--- config.mk ---
export PLATFORM = sky130hd
export DESIGN_NAME = mult8_seq_accum
export DESIGN_NICKNAME = d
export VERILOG_FILES = /design/src/rtl/mult_pkg.sv /design/src/rtl/mult4_core.sv /design/src/rtl/mult8_seq_accum.sv
export SDC_FILE = /design/constraint.sdc
export NUM_CORES = 1
export LEC_CHECK = 0
export CAP_MARGIN = 30
export CORE_UTILIZATION = 33
export CTS_CLUSTER_DIAMETER = 200
export CTS_CLUSTER_SIZE = 25
export DETAILED_ROUTE_END_ITERATION = 6
export PLACE_DENSITY_LB_ADDON = 0.08
export SETUP_SLACK_MARGIN = 0.3
export SLEW_MARGIN = 5
export SYNTH_ARGS = -nofsm -noshare
export SYNTH_HDL_FRONTEND = slang
export SYNTH_SLANG_ARGS = --single-unit
--- constraint.sdc ---
create_clock -name clk -period 12.6 [get_ports clk]
set_input_delay 1.26 -clock clk [delete_from_list [all_inputs] [get_ports clk]]
set_output_delay 1.26 -clock clk [all_outputs]
set_load 0.05 [all_outputs]
--- src/rtl/mult_pkg.sv ---
// Shared types and constants for the sequential 8x8 multiplier.
package mult_pkg;

   typedef enum logic [1:0] {
      IDLE  = 2'd0,
      STEP  = 2'd1,
      FLUSH = 2'd2,
      DONE  = 2'd3
   } state_t;

   localparam int unsigned NIB_W  = 4;
   localparam int unsigned PROD_W = 8;
   localparam int unsigned OP_W   = 8;
   localparam int unsigned RES_W  = 16;

   // Left shift applied to the partial product of each step:
   // lo*lo, lo*hi, hi*lo, hi*hi.
   localparam logic [3:0] STEP_SHIFT [4] = '{4'd0, 4'd4, 4'd4, 4'd8};

endpackage

--- src/rtl/mult4_core.sv ---
// 4x4 -> 8 unsigned combinational product unit.
module mult4_core
   import mult_pkg::*;
(
   input  logic [NIB_W-1:0]  i_a,
   input  logic [NIB_W-1:0]  i_b,
   output logic [PROD_W-1:0] o_p
);

   assign o_p = PROD_W'(i_a) * PROD_W'(i_b);

endmodule

--- src/rtl/mult8_seq_accum.sv ---
// Sequential 8x8 unsigned multiplier: one shared 4x4 product unit, four
// nibble-pair steps, 16-bit accumulator, valid/ready on both sides.
// PIPE_MUL=1 registers the product-unit output (adds a FLUSH cycle).
// Optional macro MULT8_ZERO_SKIP_EN: a zero operand jumps straight to DONE.
module mult8_seq_accum
   import mult_pkg::*;
#(
   parameter int unsigned PIPE_MUL = 0
) (
   input  logic             clk,
   input  logic             rst,
   input  logic             in_valid,
   output logic             in_ready,
   input  logic [OP_W-1:0]  a,
   input  logic [OP_W-1:0]  b,
   output logic             out_valid,
   input  logic             out_ready,
   output logic [RES_W-1:0] p,
   output logic             busy
);

   localparam bit PIPE = (PIPE_MUL != 0);

   state_t             r_state;
   logic [1:0]         r_step;
   logic [OP_W-1:0]    r_a;
   logic [OP_W-1:0]    r_b;
   logic [RES_W-1:0]   r_acc;
   logic [RES_W-1:0]   r_p;
   logic               r_out_valid;

   logic [NIB_W-1:0]   w_nib_a;
   logic [NIB_W-1:0]   w_nib_b;
   logic [PROD_W-1:0]  w_prod;
   logic [PROD_W-1:0]  w_add_prod;
   logic [1:0]         w_add_step;
   logic [RES_W-1:0]   w_term;
   logic [RES_W-1:0]   w_acc_sum;

   // Step bit 1 selects the a nibble, bit 0 the b nibble.
   assign w_nib_a = r_step[1] ? r_a[7:4] : r_a[3:0];
   assign w_nib_b = r_step[0] ? r_b[7:4] : r_b[3:0];

   mult4_core u_core (
      .i_a (w_nib_a),
      .i_b (w_nib_b),
      .o_p (w_prod)
   );

   // With the pipeline register, the product added now belongs to the
   // previous step, so its shift must travel with it.
   if (PIPE) begin : g_pipe
      logic [PROD_W-1:0] r_prod;
      logic [1:0]        r_pstep;

      // Register the product-unit output and the step it came from.
      always_ff @(posedge clk) begin
         if (rst) begin
            r_prod  <= '0;
            r_pstep <= '0;
         end else begin
            r_prod  <= w_prod;
            r_pstep <= r_step;
         end
      end

      assign w_add_prod = r_prod;
      assign w_add_step = r_pstep;
   end else begin : g_nopipe
      assign w_add_prod = w_prod;
      assign w_add_step = r_step;
   end

   assign w_term    = {{(RES_W-PROD_W){1'b0}}, w_add_prod} << STEP_SHIFT[w_add_step];
   assign w_acc_sum = r_acc + w_term;

   assign in_ready  = (r_state == IDLE) && !rst;
   assign busy      = (r_state != IDLE);
   assign out_valid = r_out_valid;
   assign p         = r_p;

   // Control FSM, accumulator and registered result.
   always_ff @(posedge clk) begin
      if (rst) begin
         r_state     <= IDLE;
         r_step      <= '0;
         r_a         <= '0;
         r_b         <= '0;
         r_acc       <= '0;
         r_p         <= '0;
         r_out_valid <= 1'b0;
      end else begin
         case (r_state)
            IDLE: begin
               if (in_valid && in_ready) begin
                  r_a    <= a;
                  r_b    <= b;
                  r_acc  <= '0;
                  r_step <= '0;
`ifdef MULT8_ZERO_SKIP_EN
                  if ((a == '0) || (b == '0)) begin
                     r_p         <= '0;
                     r_out_valid <= 1'b1;
                     r_state     <= DONE;
                  end else begin
                     r_state <= STEP;
                  end
`else
                  r_state <= STEP;
`endif
               end
            end
            STEP: begin
               // Pipelined: nothing valid to add until step 1.
               if (!PIPE || (r_step != 2'd0)) begin
                  r_acc <= w_acc_sum;
               end
               r_step <= r_step + 2'd1;
               if (r_step == 2'd3) begin
                  if (PIPE) begin
                     r_state <= FLUSH;
                  end else begin
                     r_p         <= w_acc_sum;
                     r_out_valid <= 1'b1;
                     r_state     <= DONE;
                  end
               end
            end
            FLUSH: begin
               r_acc       <= w_acc_sum;
               r_p         <= w_acc_sum;
               r_out_valid <= 1'b1;
               r_state     <= DONE;
            end
            DONE: begin
               if (out_ready) begin
                  r_out_valid <= 1'b0;
                  r_state     <= IDLE;
               end
            end
            default: r_state <= IDLE;
         endcase
      end
   end

endmodule

==> flow_summary.toml <==
[run_status]
run_status = "complete, no violations"

[routing]
route.final.wire_length_um = 8062
ant_nets = 0
drt_drc_violations_left = 0
vias_per_cell = 4.950
first_iter_violations = 71
via_count = 2866
post_drt_wl_per_cell_um = 13.92
drtPass1Iterations = 4

[power]
power.sequential.fraction_pct = 36.3
p_int_w = 0.0003120
power_density_mw_per_mm2 = 142.1
p_clk_share_pct = 16.8
power.share.switching_pct = 44.85
net-switching-power_w = 0.0002537
combinationalPowerShare_pct = 46.9
report.power.total_w = 0.0005657
vdd_ir_drop_max_mv = 0.1355
p_leak_nw = 1.640

[timing]
finalMaxSlewViolations = 0
grt_setup_unrepaired = "false"
final-setup-viol-count = 0
finalWorstPathRequiredPeriod_ns = 5.240
max_slew.worst_pin.slew_ns = 0.9614
fmaxAchievable_mhz = 190.8
max-slew-margin-rel_pct = 35.23
hold_violations = 0
setup_total_negative_slack_ns = 0
layout_worst_path_cycle_share_pct = 41.59
fin_skew_ns = 0.009676

[floorplanning]
start_util_pct = 34.53
die_y_um = 103.8
placement_rows = 36
ioPinCount = 39
fp.dieW_um = 103.8
fp.coreArea_mm2 = 0.009910
fp.dieArea_mm2 = 0.01078

[final_layout]
layout.cell_area.non_filler_mm2 = 0.003981
final_core_utilization_pct = 40.18
insertedDiodeCount = 0
finalNonFillerCells = 579
drive_gt1_share_pct = 4.933
final_nets = 502
layout-area-overhead-vs-synth_pct = 16.34

[synthesis]
netlist_top_cells_area = "dfxtp_1 31%, ha_1 12%, nand2_1 7.8%"
synthCells = 418
synth_enable_flop_cells = 0
yosys.area.top_type_share_pct = 31.01
synth.most_common_cell = "nand2_1"
yosysWarnings = 0
synthesized_area_mm2 = 0.003422
synth_sequential_area_ratio_pct = 31.01
ys_seq_elements = 53
fraction_of_synthesis_flops_using_an_asynchronous_set_or_reset_pin_pct = 0
syn_nets = 475
synthesis.area_per_instance_um2 = 8.187
synthFlopType = "dfxtp_1"
netlist-cell-type-count = 55
synth.top_cells.by_count = "71 x nand2_1, 53 x dfxtp_1, 41 x nor2_1, 32 x ha_1, 26 x o21ai_0"
synth_area_leader_cell = "dfxtp_1"

[critical_path]
worstPathRequired_ns = 12.84
worst_setup_path_class = "reg2reg"
cp-end-kind = "flip-flop"
reg2reg_to = "p[15]"
r2r_setup_slack_ns = 7.36
arrival_ns = 5.48
worstSetupStartpoint = "r_step[0]"
r2r-start = "r_step[0]"
r2r.worst_path.cells = 19
setup.worst_path.end = "p[15]"
critical_path_peak_fanout = 7
critPathLaunchType = "flip-flop"

[place]
hpwl_um = 6265
gp_congestion = 0.8655
placed_cells = 571
dpl_cell_area_mm2 = 0.003899
placement.io_buffers = 38

[global_route]
number_of_antenna_violations_at_the_first_check_in_global_routing = 0
via_count_of_the_first_global_routing_pass = 2728
grt_start_max_net_pins = 37
grt_first_pass_wirelength_um = 13480
grt_use_total_pct = 15.48
grt_overflow = 0

[clocking]
clkTransAtPathRegs_ns = 0.10
cts.sinks = 53
cts_repair_resizes = 0
cts_setup_buffers = 0
cts.hold.buffers_added = 0
cts_buffers = 5
clk_root_buffer_cell = "clkbuf_8"
clock_tree.htree_level_count = 2
worstSkewPairLatency_ns = 0.31
cts_max_path_buffers = 2
tritoncts = "built"

[worst_hold_path]
worst_hold_path_type = "reg2reg"

[run]
max-cap-violations = 0
==> critical path: stages (launching register included) <==
cell and delay, ns:
dfxtp_1 0.53, mux2i_1 0.20, or2_2 0.34, fa_1 0.53, inv_1 0.05, fa_1 0.50
ha_1 0.31, a21oi_1 0.21, o2111ai_1 0.17, xnor2_1 0.30, mux2i_1 0.23, nor2b_1 0.18
ha_1 0.34, nand4_1 0.11, nor2_1 0.08, a2111oi_4 0.33, a31oi_2 0.17, nor2_2 0.12
xnor3_1 0.33, a21oi_1 0.14
==> final cells by class <==
cell class                 instances  area (um^2)
inverter                          17        63.81
clock buffer                       6        72.57
tap                              133        166.4
multi-input combinational        328         2212
fill                            1046         5928
timing repair buffer              40        395.4
clock inverter                     2        10.01
sequential                        53         1061
==> kinds of logic (layout without fill, tap and decap cells) <==
| group | after synthesis | after routing | share of synthesized area [%] |
|---|---|---|---|
| AND/OR/NAND/NOR | 154 | 154 | 20.15 |
| AO/OA/AOI/OAI | 105 | 105 | 20.73 |
| multiplexers | 14 | 14 | 4.131 |
| buffers and inverters | 37 | 65 | 4.351 |
| flip-flops | 53 | 53 | 31.01 |
| adder cells (fa/ha/maj) | 37 | 37 | 14.63 |
| XOR/XNOR | 18 | 18 | 5.009 |
==> flip-flops by register name (all words and copies together) (netlist names) <==
name	count
out_valid	1
p	16
r_a	8
r_acc	16
r_b	8
r_state	2
r_step	2
==> stage by stage <==
step           hold slack (ns)  setup WS (ns)
2_1_floorplan           0.4318          7.713
3_3_place_gp            0.4434          7.502
3_5_place_dp            0.4465          7.401
4_1_cts                 0.4604          7.359
5_1_grt                 0.4844          7.051
6_report                0.4565          7.360
==> worst min-delay path by stage <==
stage	start	end	cells after the start
after global routing	r_a[5]	r_a[5]	2
after CTS	p[5]	p[5]	2
after detailed placement	p[5]	p[5]	2
after floorplan	r_acc[14]	r_acc[14]	2
final	p[5]	p[5]	2
after global placement	p[6]	p[6]	2
==> layout by cell type, fill, tap and decap left out, drive strengths merged, types with 4 or more instances in the layout <==
| cell | count |
|---|---|
| nand2 | 71 |
| dfxtp | 53 |
| nor2 | 42 |
| clkdlybuf4s50 | 38 |
| ha | 32 |
| o21ai | 27 |
| a21oi | 27 |
| inv | 16 |
| mux2i | 13 |
| xnor2 | 12 |
| nor2b | 7 |
| nor3 | 7 |
| a22o | 7 |
| a22oi | 7 |
| a31oi | 6 |
| clkbuf | 6 |
| a21o | 5 |
| xor2 | 5 |
| and2 | 5 |
| a211oi | 5 |
| fa | 5 |
| or2 | 4 |
| nor4b | 4 |
==> layer usage <==
metal | share of wire, % | track usage [%] | routed length [um] | vias up
met5 | 0 | 0 | 0 | -
li1 | - | - | - | 1511
met1 | 52 | 21.58 | 4166 | 1289
met4 | 0.91 | 3.367 | 73 | 0
met3 | 3.8 | 2.454 | 307 | 8
met2 | 44 | 25.05 | 3515 | 58
==> power groups by stage <==
stage	clock network [W]	registers [W]	logic [W]
finish	0.0000948	0.000205	0.000265
floorplan	0	0.000226	0.000173
global placement	0	0.000210	0.000268
global route	0.000108	0.000209	0.000297
CTS	0.0000998	0.000206	0.000270
detailed placement	0	0.000210	0.000269
No activity file was read; power rests on OpenSTA's default activity.
